## src/rtl/riscv_int_ctrl.sv

```systemverilog
// Machine-level interrupt controller: picks the lowest enabled pending line,
// raises a one-cycle take pulse, waits for mret and then acknowledges the line.
module riscv_int_ctrl #(
  parameter int N_IRQ = 16
) (
  input  logic             clk,
  input  logic             rstn,
  input  logic [N_IRQ-1:0] irq_i,
  input  logic [31:0]      mie_i,
  input  logic             stall_i,
  input  logic             mret_i,
  output logic             int_o,
  output logic [31:0]      mcause_o,
  output logic [N_IRQ-1:0] irq_ack_o,
  output logic             busy_o
);

  localparam logic [31:0] MCAUSE_BASE = 32'h8000_0010;

  typedef enum logic [1:0] {
    IDLE    = 2'd0,
    TAKE    = 2'd1,
    SERVICE = 2'd2,
    ACK     = 2'd3
  } state_t;

  state_t             r_state;
  logic [3:0]         r_k;
  logic               r_int;
  logic               r_busy;
  logic [31:0]        r_mcause;
  logic [N_IRQ-1:0]   r_ack;

  logic [N_IRQ-1:0]   w_pending;
  logic               w_any;
  logic [3:0]         w_sel;
  logic [N_IRQ-1:0]   w_ack_onehot;
  logic               w_unused_mie;

  assign w_pending    = irq_i & mie_i[N_IRQ-1:0];
  assign w_any        = |w_pending;
  assign w_unused_mie = |mie_i[31:N_IRQ];

  // Priority encoder: scanning downward leaves the lowest pending index selected.
  always_comb begin
    w_sel = 4'd0;
    for (int i = N_IRQ - 1; i >= 0; i--) begin
      w_sel = w_pending[i] ? 4'(i) : w_sel;
    end
  end

  // One-hot decode of the latched line for the acknowledge pulse.
  always_comb begin
    w_ack_onehot = {N_IRQ{1'b0}};
    for (int i = 0; i < N_IRQ; i++) begin
      w_ack_onehot[i] = (r_k == 4'(i));
    end
  end

  // Handler FSM; every output is a register updated here.
  always_ff @(posedge clk or negedge rstn) begin
    if (!rstn) begin
      r_state  <= IDLE;
      r_k      <= 4'd0;
      r_int    <= 1'b0;
      r_busy   <= 1'b0;
      r_mcause <= 32'h0000_0000;
      r_ack    <= {N_IRQ{1'b0}};
    end else begin
      case (r_state)
        IDLE: begin
          if (w_any && !stall_i) begin
            r_state  <= TAKE;
            r_k      <= w_sel;
            r_int    <= 1'b1;
            r_busy   <= 1'b1;
            r_mcause <= MCAUSE_BASE + {28'h000_0000, w_sel};
          end
        end
        TAKE: begin
          r_state <= SERVICE;
          r_int   <= 1'b0;
        end
        SERVICE: begin
          // Requests are deliberately not looked at here: no nesting.
          if (mret_i) begin
            r_state <= ACK;
            r_ack   <= w_ack_onehot;
          end
        end
        ACK: begin
          r_state <= IDLE;
          r_ack   <= {N_IRQ{1'b0}};
          r_busy  <= 1'b0;
        end
        default: begin
          r_state <= IDLE;
          r_int   <= 1'b0;
          r_busy  <= 1'b0;
          r_ack   <= {N_IRQ{1'b0}};
        end
      endcase
    end
  end

  assign int_o     = r_int;
  assign mcause_o  = r_mcause;
  assign irq_ack_o = r_ack;
  assign busy_o    = r_busy;

endmodule

```

## config.mk

```make
export PLATFORM = sky130hd
export DESIGN_NAME = riscv_int_ctrl
export DESIGN_NICKNAME = d
export VERILOG_FILES = /design/src/rtl/riscv_int_ctrl.sv
export SDC_FILE = /design/constraint.sdc
export NUM_CORES = 1
export LEC_CHECK = 0
export BUFFER_PORTS_ARGS = -buffer_cell sky130_fd_sc_hd__buf_2
export CAP_MARGIN = 10
export CORE_MARGIN = 8
export CORE_UTILIZATION = 40
export CTS_BUF_LIST = sky130_fd_sc_hd__clkbuf_4 sky130_fd_sc_hd__clkbuf_8
export DETAILED_ROUTE_END_ITERATION = 6
export PLACE_DENSITY = 0.79
export SYNTH_ARGS = -nofsm -noshare
export SYNTH_HDL_FRONTEND = slang
export SYNTH_SLANG_ARGS = --single-unit
```

## constraint.sdc

```tcl
create_clock -name clk -period 1.76 [get_ports clk]
set_clock_uncertainty 0.05 [all_clocks]
set_input_delay 0.352 -clock clk [delete_from_list [all_inputs] [get_ports clk]]
set_output_delay 0.352 -clock clk [all_outputs]
set_load 0.005 [all_outputs]
```

# Word-level counts from Yosys, hierarchy flattened
# Index checks and enable logic that the tools add are counted.
dict set report classes {
  reduce_logical 13
  bitwise 1
  n_addsub 1
  muxes 24
  eq_ne 20
}
# cell count
set op_table {}
lappend op_table {{2-to-1 mux 4 bit} 16}
lappend op_table {{adder 32 x 4 -> 32 bit (first input constant)} 1}
lappend op_table {{== test 4 bit (second input constant)} 8}
lappend op_table {{one-hot mux 16 bit (2 select lines)} 1}
lappend op_table {{bitwise AND 16 bit} 1}
lappend op_table {{== test 4 x 3 -> 1 bit (second input constant)} 4}
lappend op_table {{2-to-1 mux 16 bit} 1}
lappend op_table {{OR reduction 16 bit} 1}
lappend op_table {{AND reduction 2 bit} 5}
lappend op_table {{== test 4 x 2 -> 1 bit (second input constant)} 2}
lappend op_table {{one-hot mux 2 bit (4 select lines)} 1}
lappend op_table {{nonzero test 2 bit} 3}
lappend op_table {{== test 2 bit (second input constant)} 2}
lappend op_table {{== test 4 x 1 -> 1 bit (second input constant)} 1}
lappend op_table {{zero test 4 bit} 1}
lappend op_table {{2-to-1 mux 2 bit} 2}
lappend op_table {{!= test 2 bit (second input constant)} 2}
lappend op_table {{one-hot mux 1 bit (2 select lines)} 2}
lappend op_table {{== test 2 x 1 -> 1 bit (second input constant)} 1}
lappend op_table {{zero test 2 bit} 1}
lappend op_table {{logical AND 1 bit} 1}
lappend op_table {{zero test 1 bit} 1}
lappend op_table {{2-to-1 mux 1 bit} 1}
dict set report totals {
  reg_bits 56
  output_inout_bits 50
  inputBits 52
  elab_cells 65
}

# Longest topological paths before layout
# Gate-level depths: netlist of the first run.
dict set report logic_depth {
  depth_word 18
  depth_mapped 7
  mapped_depth_nobuf 7
}

# Least setup slack after synthesis of the first run
# No wires, ideal clock.
dict set report synth_timing {
  kind {register -> register}
  from {reg r_state[0]}
  to {reg r_ack[11] (netlist: irq_ack_o[11])}
  slack_ns 0.080
  arrival_time_ns 1.508
  n_path_buf 0
  setup_time_ns 0.122
  path_stages_with_launch 8
  synth_period_minus_slack_ns 1.680
  required_ns 1.588
  cell_sequence {dfrtp_1 inv_1 ha_1 mux2i_4 nor2_1 nand2_1 nor2_2 a32o_1}
}
dict set report synth_via {
  elab_chain_cells 3
  elab_cells_between_ends 6
  cone_classes {eq/ne (3); mux (1); reduce/logical (2)}
}
# element line
set synth_lines {}
lappend synth_lines {{from (decl)} 27} ;# state_t r_state;
lappend synth_lines {{from (signal assigned)} 63} ;# r_state <= IDLE;
lappend synth_lines {{from (signal assigned)} 73} ;# r_state <= TAKE;
lappend synth_lines {{from (signal assigned)} 81} ;# r_state <= SERVICE;
lappend synth_lines {{== test 2 bit} 70} ;# case (r_state)
lappend synth_lines {{!= test 2 bit (no line) or nonzero test 2 bit (tied branches)} --}
lappend synth_lines {{AND reduction 2 bit (no line)} --}
lappend synth_lines {{to (signal assigned)} 68} ;# r_ack <= {N_IRQ{1'b0}};
lappend synth_lines {{to (signal assigned)} 88} ;# r_ack <= w_ack_onehot;
lappend synth_lines {{to (signal assigned)} 93} ;# r_ack <= {N_IRQ{1'b0}};
lappend synth_lines {{to (decl)} 32} ;# logic [N_IRQ-1:0] r_ack;
# Several ways; a longest one is shown, not always the timed one.
# A chain may end at the register's enable or synchronous reset.

# Worst setup path in the final report of the first run
dict set report layout_timing {
  from {reg r_state[0]}
  to {reg r_ack[12] (netlist: irq_ack_o[12])}
}
# Same word-level chain as after synthesis.

==> results of run 1 <==
## registers in the layout, indices dropped and copies added (netlist names)
name	cells
irq_ack_o	16
r_k	3
mcause_o	2
r_state	2
busy_o	1
int_o	1
## power by group
part           total, W  switching (W)  leakage (nW)  internal, W
clock network  0.000352       0.000193        0.0255     0.000159
registers      0.000952       0.000187         0.326     0.000765
logic           0.00116       0.000579         0.684     0.000582
## placed cells by master (no fill, tap or decap), types with 2 or more instances in the layout
cell type,count
a21oi_1,2
inv_1,4
mux2i_1,2
a22oi_2,5
a32o_1,4
o31ai_1,3
buf_4,6
o21ai_0,7
a31oi_1,2
a22o_1,8
clkbuf_8,3
conb_1,26
nand2_1,28
nand4_4,2
nand2b_1,3
nor2b_1,4
buf_2,59
nand3_1,3
nor2_1,3
a22oi_4,3
dfrtp_1,25
ha_1,3
o2bb2ai_1,2
## path summary, 6_finish.rpt
check	endpoint	start
min in group clk	r_k[1]$_DFFE_PN0P_	mie_i[0]
hold reg to reg	irq_ack_o[13]$_DFFE_PN0P_	irq_ack_o[13]$_DFFE_PN0P_
setup reg to reg	irq_ack_o[12]$_DFFE_PN0P_	r_state[0]$_DFFE_PN0P_
max in group asynchronous	irq_ack_o[7]$_DFFE_PN0P_	rstn
hold / removal	irq_ack_o[12]$_DFFE_PN0P_	rstn
setup / recovery	irq_ack_o[12]$_DFFE_PN0P_	r_state[0]$_DFFE_PN0P_
## timing repair
action                                 4_1_cts  5_1_grt
endpoints found under the hold margin        0        0
hold buffers                                 0        0
gates resized for setup                      0        4
setup endpoints to repair                    0        4
## per-layer routing
metal,track usage,vias up,share of wire
met4,0.0600,0,0.020
li1,-,646,-
met2,0.204,50,0.51
met5,0,-,0
met1,0.129,612,0.38
met3,0.0372,5,0.090
## cell type report
class | count | share of cell area
Sequential cell | 25 | 0.317
Timing Repair Buffer | 65 | 0.172
Clock inverter | 1 | 0.00253
Clock buffer | 3 | 0.0209
Tap cell | 50 | 0.0317
Inverter | 4 | 0.00760
Multi-Input combinational cell | 125 | 0.448
## critical path, cell delays in order (launching register included)
cell	delay (ps)
dfrtp_1	390
buf_4	150
ha_1	230
buf_4	170
nor2_1	140
nand3_1	180
o31ai_1	240
## metrics by stage
step	std cells	hold slack, ps	util	cell area [um^2]
after floorplan	184	6.41	-	1720
after global placement	269	314	0.481	1910
after detailed placement	269	319	0.481	1910
after CTS	273	11.9	0.493	1960
after global routing	273	40.6	0.497	1980
final	273	-2.41	0.497	1980
## logic make-up (layout without fill, tap and decap cells)
family | after synthesis | in the layout | synth area share
AND/OR/NAND/NOR | 47 | 47 | 0.154
other | 1 | 26 | 0.00230
AO/OA/AOI/OAI | 44 | 44 | 0.253
buffers and inverters | 34 | 73 | 0.141
flip-flops | 25 | 25 | 0.384
adder cells (fa/ha/maj) | 4 | 4 | 0.0307
multiplexers | 4 | 4 | 0.0354
==> flow_metrics.env, run 1 <==
export IMPL_syn_area_per_cell_um2=10.2
export IMPL_dp_hpwl_um=3210
export IMPL_areaGrowthSynthToFinish_pct=21.4
export IMPL_n_fill_cell=393
export IMPL_post_cts_buffers=0
export IMPL_worstPathArrival_ps=1780
export IMPL_clock_path_buffers=2
export IMPL_clkTransAtPathRegs_ps=90
export IMPL_power_leakage_nw=1.04
export IMPL_critPathKind="reg2reg"
export IMPL_yosys_warnings=0
export IMPL_layout_nets=280
export IMPL_crit_path_start_kind="flop"
export IMPL_synth_area_leader_cell="dfrtp_1"
export IMPL_synth_edf_count=0
export IMPL_synthCells=159
export IMPL_multi_input_area_um2=886
export IMPL_die_x_um=79.8
export IMPL_vias=1313
export IMPL_fin_hold_ws_ps=-2.41
export IMPL_ir_worst_vdd_uv=406
export IMPL_hold_violations=1
export IMPL_yosys_register_bits=25
export IMPL_seq_area_frac_synth=0.384
export IMPL_hold_class="in2async"
export IMPL_grt_pass1_vias=1379
export IMPL_rsz0062_at_grt="no"
export IMPL_maxSlewViolCount=0
export IMPL_place_ws_ps=40.6
export IMPL_fin_crit_sh=0.930
export IMPL_gp_congestion=0.734
export IMPL_die_height_um=79.8
export IMPL_rr_worst_depth=6
export IMPL_detailedRoute_firstPassIterationCount=4
export IMPL_drt_iter0_markers=84
export IMPL_grt_pass1_wl_um=6120
export IMPL_start_util=0.410
export IMPL_async_flop_share=1.00
export IMPL_num_rows=23
export IMPL_clkSinkCount=25
export IMPL_synth_ff_type="dfrtp_1"
export IMPL_slew_headroom=0.632
export IMPL_numCtsBuffers=3
export IMPL_drive_gt1_frac=0.408
export IMPL_drv_cap=0
export IMPL_io_buffers=59
export IMPL_critPathCaptureType="flop"
export IMPL_io_pins=102
export IMPL_antenna_cells=0
export IMPL_grt_overflow=0
export IMPL_yosysTopAreaCellShare=0.384
export IMPL_root_buffer="clkbuf_8"
export IMPL_synthTopCellsByCount="28 x nand2_1, 27 x buf_4, 25 x dfrtp_1"
export IMPL_synth_area_leaders="dfrtp_1 38%, buf_4 12%, nand2_1 6.5%, a22o_1 4.3%, a22oi_4 3.9%"
export IMPL_synth_most_common_cell="nand2_1"
export IMPL_powerDensity_nw_per_um2=1250
export IMPL_finalSetupViolations=0
export IMPL_wl_per_cell_um=14.1
export IMPL_setup_tns_ps=0
export IMPL_crit_fanout=5
export IMPL_regToRegSetupSlack_ps=120
export IMPL_grtUsageTotal=0.119
export IMPL_dieArea_um2=6370
export IMPL_drc=0
export IMPL_finalPower_w=0.00247
export IMPL_timing_fmax_mhz=611
export IMPL_grt_max_degree=26
export IMPL_fin_crit_ps=1640
export IMPL_status="complete, but fails checks"
export IMPL_antenna_found_initial=0
export IMPL_worstPathRequired_ps=1900
export IMPL_routed_wl_um=3840
export IMPL_ff_latch_area_um2=626
export IMPL_cts_tree="yes"
export IMPL_worst_slew_pin_slew_ps=552
export IMPL_core_um2=3970
export IMPL_violations="hold timing"
export IMPL_via_per_inst=4.81
export IMPL_antenna_left=0
export IMPL_clkLatencyLatePin_ps=280
export IMPL_cts_htree_levels=1
export IMPL_fin_ws_ps=124
export IMPL_syn_area_um2=1630
export IMPL_synth_distinct_cells=36
Power figures use the tool's default switching activity.
==> inputs of run 2 (changes only) <==
--- a/config.mk
+++ b/config.mk
@@ -11,7 +11,7 @@
 export CORE_UTILIZATION = 40
 export CTS_BUF_LIST = sky130_fd_sc_hd__clkbuf_4 sky130_fd_sc_hd__clkbuf_8
 export DETAILED_ROUTE_END_ITERATION = 6
-export PLACE_DENSITY = 0.79
+export PLACE_DENSITY_LB_ADDON = 0.05
 export SYNTH_ARGS = -nofsm -noshare
 export SYNTH_HDL_FRONTEND = slang
 export SYNTH_SLANG_ARGS = --single-unit
==> run 2 against run 1 <==
The flow now finishes without violations. Sequential power increased by 2%. Sequential share of layout area fell by 0.14 points. Via count increased by 0.99%. Count of clock-buffer cells in the layout unchanged. Critical path depth unchanged. Combinational power about the same. Routed wire length increased by 0.36%. Sequential cell count unchanged. Worst hold slack improved by 16 ps. Global-route usage rose by 0.38 points. Register-to-register slack lost 20 ps. Largest cell class unchanged. Largest power group unchanged. Highest routed layer unchanged.
==> flow_metrics.env, run 2 (same netlist as run 1, synthesis figures left out) <==
export IMPL_status="completed"
export IMPL_path_buf_inv=0
export IMPL_fin_crit_sh=0.942
export IMPL_clkSinkCount=25
export IMPL_p_switching_w=0.000955
export IMPL_crit_path_top_delay_cell="dfrtp_1"
export IMPL_clkTransAtPathRegs_ps=90
export IMPL_antenna_left=0
export IMPL_timing_fmax_mhz=603
export IMPL_worstPathArrival_ps=1770
export IMPL_root_buffer="clkbuf_8"
export IMPL_grt_max_degree=26
export IMPL_io_buffers=59
export IMPL_detailedRoute_firstPassIterationCount=4
export IMPL_critPathKind="reg2reg"
export IMPL_placed_area_um2=1900
export IMPL_power_leakage_nw=1.03
export IMPL_rsz0062_at_grt="no"
export IMPL_grtUsageTotal=0.123
export IMPL_drc=0
export IMPL_worstPathRequired_ps=1870
export IMPL_worst_slew_pin_slew_ps=549
export IMPL_dp_hpwl_um=3270
export IMPL_powerDensity_nw_per_um2=1250
export IMPL_drive_gt1_frac=0.413
export IMPL_crit_chain="ha_1 > mux2i_4 > nor2_1 > nand2_1 > nor2_2 > a32o_1"
export IMPL_io_pins=102
export IMPL_cpPeakStageDelay_ps=430
export IMPL_clock_path_buffers=2
export IMPL_layout_nets=280
export IMPL_swShare=0.385
export IMPL_finalSetupViolations=0
export IMPL_p_seq_frac=0.390
export IMPL_numCtsBuffers=3
export IMPL_fin_area_um2=1990
export IMPL_cts_htree_levels=1
export IMPL_hold_violations=0
export IMPL_crit_fanout=6
export IMPL_antenna_found_initial=0
export IMPL_maxSlewViolCount=0
export IMPL_setup_tns_ps=0
export IMPL_fin_hold_ws_ps=13.7
export IMPL_clockPowerShare=0.137
export IMPL_n_fill_cell=394
export IMPL_final_common_cell="buf_2"
export IMPL_critPathCaptureType="flop"
export IMPL_largest_reg_flops=16
export IMPL_p_int_w=0.00153
export IMPL_areaGrowthSynthToFinish_pct=22.1
export IMPL_drv_cap=0
export IMPL_wl_per_cell_um=14.1
export IMPL_grt_overflow=0
export IMPL_rr_startpoint="r_state[0]$_DFFE_PN0P_"
export IMPL_core_um2=3970
export IMPL_fin_crit_ps=1660
export IMPL_num_rows=23
export IMPL_slew_headroom=0.634
export IMPL_die_height_um=79.8
export IMPL_rr_worst_depth=6
export IMPL_clkLatencyLatePin_ps=260
export IMPL_routed_wl_um=3860
export IMPL_drt_iter0_markers=51
export IMPL_ir_worst_vdd_uv=387
export IMPL_layout_common_cells="59 x buf_2, 28 x nand2_1, 26 x conb_1"
export IMPL_vias=1326
export IMPL_hold_class="in2async"
export IMPL_path_delay_family="flip-flops"
export IMPL_regToRegSetupSlack_ps=100
export IMPL_grt_pass1_vias=1515
export IMPL_via_per_inst=4.86
export IMPL_p_comb_frac=0.473
export IMPL_die_x_um=79.8
export IMPL_cts_tree="yes"
export IMPL_antenna_cells=0
export IMPL_dieArea_um2=6370
export IMPL_grt_pass1_wl_um=6440
export IMPL_crit_path_start_kind="flop"
export IMPL_r2r_end="irq_ack_o[11]$_DFFE_PN0P_"
export IMPL_start_util=0.410
export IMPL_gp_congestion=0.723
==> run 2: cell count changes in the layout (fill, tap and decap cells not counted), sizes merged <==
cell      delta
clkinv       -1
clkinvlp     +1
==> run 2: worst reg2reg max path: stages (launching register included) <==
cell and delay (ps):
dfrtp_1 430, ha_1 320, mux2i_4 250, nor2_1 90
nand2_1 100, nor2_2 60, a32o_1 260
==> run 2: worst max path at each step <==
| stage | startpoint | cells after the start | to |
|---|---|---|---|
| floorplan | r_state[0]$_DFFE_PN0P_ | 7 | irq_ack_o[11]$_DFFE_PN0P_ |
| global placement | r_state[0]$_DFFE_PN0P_ | 7 | irq_ack_o[11]$_DFFE_PN0P_ |
| CTS | r_state[0]$_DFFE_PN0P_ | 7 | irq_ack_o[11]$_DFFE_PN0P_ |
| finish | r_state[0]$_DFFE_PN0P_ | 6 | irq_ack_o[11]$_DFFE_PN0P_ |
| detailed placement | r_state[0]$_DFFE_PN0P_ | 7 | irq_ack_o[11]$_DFFE_PN0P_ |
| global route | r_state[0]$_DFFE_PN0P_ | 5 | irq_ack_o[6]$_DFFE_PN0P_ |
==> run 2: cell type report <==
class	instances	area, um^2	share of cell area
Clock buffer	3	41.3	0.0208
Clock inverter	1	7.51	0.00378
Inverter	4	15.0	0.00755
Multi-Input combinational cell	125	895	0.450
Sequential cell	25	627	0.315
Tap cell	50	62.6	0.0315
Timing Repair Buffer	65	340	0.171
==> run 2: through the flow <==
stage	utilization	total power (W)	cells	setup slack, ps
2_1_floorplan	-	0.00166	184	80.3
6_report	0.501	0.00248	273	103
4_1_cts	0.492	0.00246	272	21.1
3_5_place_dp	0.479	0.00211	268	-1.61
3_3_place_gp	0.479	0.00206	268	64.6
5_1_grt	0.501	0.00270	273	3.19
==> run 2: power by group through the flow <==
stage	registers, W	clock network (W)	logic (W)
5_1_grt	0.00101	0.000379	0.00131
6_report	0.000968	0.000339	0.00118
2_1_floorplan	0.000918	0	0.000746
4_1_cts	0.000964	0.000358	0.00114
3_3_place_gp	0.000967	0	0.00110
3_5_place_dp	0.000975	0	0.00113
==> run 2: repair_timing <==
item                       in CTS  in global routing
setup buffers                   0                  1
hold buffers                    0                  0
cloned                          0                  0
resized for setup               1                  6
setup endpoints to repair       1                  7
==> run 2: layer usage <==
metal / GRT usage / part of all wire / vias to the layer above
met3: 0.0248 / 0.079 / 2
met2: 0.220 / 0.48 / 58
met4: 0.0436 / 0.0078 / 0
li1: - / - / 649
met1: 0.140 / 0.43 / 617
met5: 0 / 0 / -
==> inputs of run 3 (changes only) <==
--- a/config.mk
+++ b/config.mk
@@ -7,11 +7,14 @@
 export LEC_CHECK = 0
 export BUFFER_PORTS_ARGS = -buffer_cell sky130_fd_sc_hd__buf_2
 export CAP_MARGIN = 10
+export CELL_PAD_IN_SITES_DETAIL_PLACEMENT = 2
+export CELL_PAD_IN_SITES_GLOBAL_PLACEMENT = 2
 export CORE_MARGIN = 8
-export CORE_UTILIZATION = 40
+export CORE_UTILIZATION = 22
 export CTS_BUF_LIST = sky130_fd_sc_hd__clkbuf_4 sky130_fd_sc_hd__clkbuf_8
 export DETAILED_ROUTE_END_ITERATION = 6
 export PLACE_DENSITY_LB_ADDON = 0.05
+export SLEW_MARGIN = 10
 export SYNTH_ARGS = -nofsm -noshare
 export SYNTH_HDL_FRONTEND = slang
 export SYNTH_SLANG_ARGS = --single-unit
==> run 3 against run 2 <==
Worst setup slack lost 22 ps. Sequential share of layout area fell by 1.5 points. Cell count rose by 20%. Largest cell class unchanged. Power up 3.3%. Utilization shrank 21 points. Register-to-register slack worse by 20 ps. Sequential power is 1% higher. Die area rose by 63%.
==> flow_metrics.env, run 3 (same netlist as run 1, synthesis figures left out) <==
export IMPL_status="completed"
export IMPL_ir_worst_vdd_uv=315
export IMPL_multi_input_area_um2=893
export IMPL_critPathCaptureType="flop"
export IMPL_via_per_inst=4.26
export IMPL_antenna_cells=0
export IMPL_fin_cells=327
export IMPL_placed_cells=322
export IMPL_crit_chain="inv_2 > ha_4 > mux2i_4 > nor2_1 > nand2_1 > nor2_2 > a32o_1"
export IMPL_areaGrowthSynthToFinish_pct=28.1
export IMPL_num_rows=31
export IMPL_antenna_left=0
export IMPL_dieArea_um2=10400
export IMPL_path_buf_inv=1
export IMPL_final_common_cell="buf_2"
export IMPL_powerDensity_nw_per_um2=1230
export IMPL_layout_nets=285
export IMPL_clkSinkCount=25
export IMPL_fin_crit_sh=0.954
export IMPL_io_pins=102
export IMPL_finalSetupViolations=0
export IMPL_routed_wl_um=5120
export IMPL_grt_max_degree=26
export IMPL_grt_pass1_vias=1712
export IMPL_vias=1392
export IMPL_grt_pass1_wl_um=8340
export IMPL_ff_latch_area_um2=626
export IMPL_drt_iter0_markers=17
export IMPL_crit_path_top_delay_cell="dfrtp_1"
export IMPL_clkTransAtPathRegs_ps=90
export IMPL_slew_headroom=0.608
export IMPL_antenna_found_initial=0
export IMPL_drv_cap=0
export IMPL_grtUsageTotal=0.0999
export IMPL_hold_class="in2async"
export IMPL_maxSlewViolCount=0
export IMPL_cts_htree_levels=1
export IMPL_critPathKind="reg2reg"
export IMPL_worst_slew_pin_slew_ps=588
export IMPL_largest_reg_flops=16
export IMPL_dp_hpwl_um=4390
export IMPL_wl_per_cell_um=15.7
export IMPL_core_um2=7210
export IMPL_die_x_um=102
export IMPL_io_buffers=59
export IMPL_fin_crit_ps=1680
export IMPL_timing_fmax_mhz=595
export IMPL_numCtsBuffers=3
export IMPL_drive_gt1_frac=0.430
export IMPL_start_util=0.226
export IMPL_crit_fanout=5
export IMPL_drc=0
export IMPL_regToRegSetupSlack_ps=80
export IMPL_clkLatencyLatePin_ps=270
export IMPL_cts_tree="yes"
export IMPL_place_ws_ps=-34.2
export IMPL_grt_overflow=0
export IMPL_root_buffer="clkbuf_8"
export IMPL_hold_violations=0
export IMPL_gp_congestion=0.660
export IMPL_crit_path_start_kind="flop"
export IMPL_clock_path_buffers=2
export IMPL_power_leakage_nw=1.05
export IMPL_path_delay_family="flip-flops"
export IMPL_worstPathArrival_ps=1800
export IMPL_die_height_um=102
export IMPL_rsz0062_at_grt="no"
export IMPL_layout_common_cells="59 x buf_2, 28 x nand2_1, 26 x conb_1"
export IMPL_cpPeakStageDelay_ps=440
export IMPL_detailedRoute_firstPassIterationCount=3
export IMPL_n_fill_cell=838
export IMPL_worstPathRequired_ps=1880
export IMPL_fin_ws_ps=80.5
run 3: changes by cell type in the layout (fill, tap and decap cells not counted), sizes merged:
cell	before	now
clkinvlp	1	0
clkbuf	3	4
buf	65	70
run 3: worst paths after layout:
check                           cells past startpoint                   endpoint                 startpoint
worst max-delay path                                7  irq_ack_o[11]$_DFFE_PN0P_     r_state[0]$_DFFE_PN0P_
worst min-delay path                                1  irq_ack_o[11]$_DFFE_PN0P_                       rstn
worst max register to register                      7  irq_ack_o[11]$_DFFE_PN0P_     r_state[0]$_DFFE_PN0P_
worst min register to register                      2  irq_ack_o[12]$_DFFE_PN0P_  irq_ack_o[12]$_DFFE_PN0P_
max in group asynchronous                           1   irq_ack_o[3]$_DFFE_PN0P_                       rstn
min in group clk                                    4         r_k[0]$_DFFE_PN0P_                   irq_i[0]
run 3: report_power, final:
| group | internal, W | switching [W] |
|---|---|---|
| Combinational | 0.000605 | 0.000616 |
| Sequential | 0.000764 | 0.000218 |
| Clock | 0.000177 | 0.000183 |
run 3: what timing repair did:
item,4_1_cts,5_1_grt
gates resized for setup,1,6
hold buffers,0,0
setup buffers,0,1
setup endpoints to repair,4,14
run 3: worst reg2reg max path: stages (launching register included):
cell	delay (ps)
dfrtp_1	440
inv_2	110
ha_4	170
mux2i_4	300
nor2_1	90
nand2_1	90
nor2_2	70
a32o_1	270
run 3: cell type report:
cell class              instances  area share
clock buffers                   4      0.0234
inverters                       4     0.00720
multi-input cells             125       0.429
flip-flops and latches         25       0.300
well taps                      99      0.0594
repair buffers                 70       0.181
run 3: metrics by stage:
stage	TNS [ps]	utilization	total power, W	hold slack [ps]	instance area [um^2]
2_1_floorplan	0	-	0.00166	6.41	1720
3_3_place_gp	0	0.277	0.00212	329	2000
3_5_place_dp	-43.8	0.277	0.00218	343	2000
4_1_cts	-5.62	0.285	0.00256	42.1	2050
5_1_grt	0	0.289	0.00281	67.7	2080
6_report	0	0.289	0.00256	27.8	2080
run 3: routing by layer:
metal,track usage,wire [um]
met5,0,0
met4,0.0293,36
met3,0.0361,470
met2,0.179,2590
met1,0.107,2020
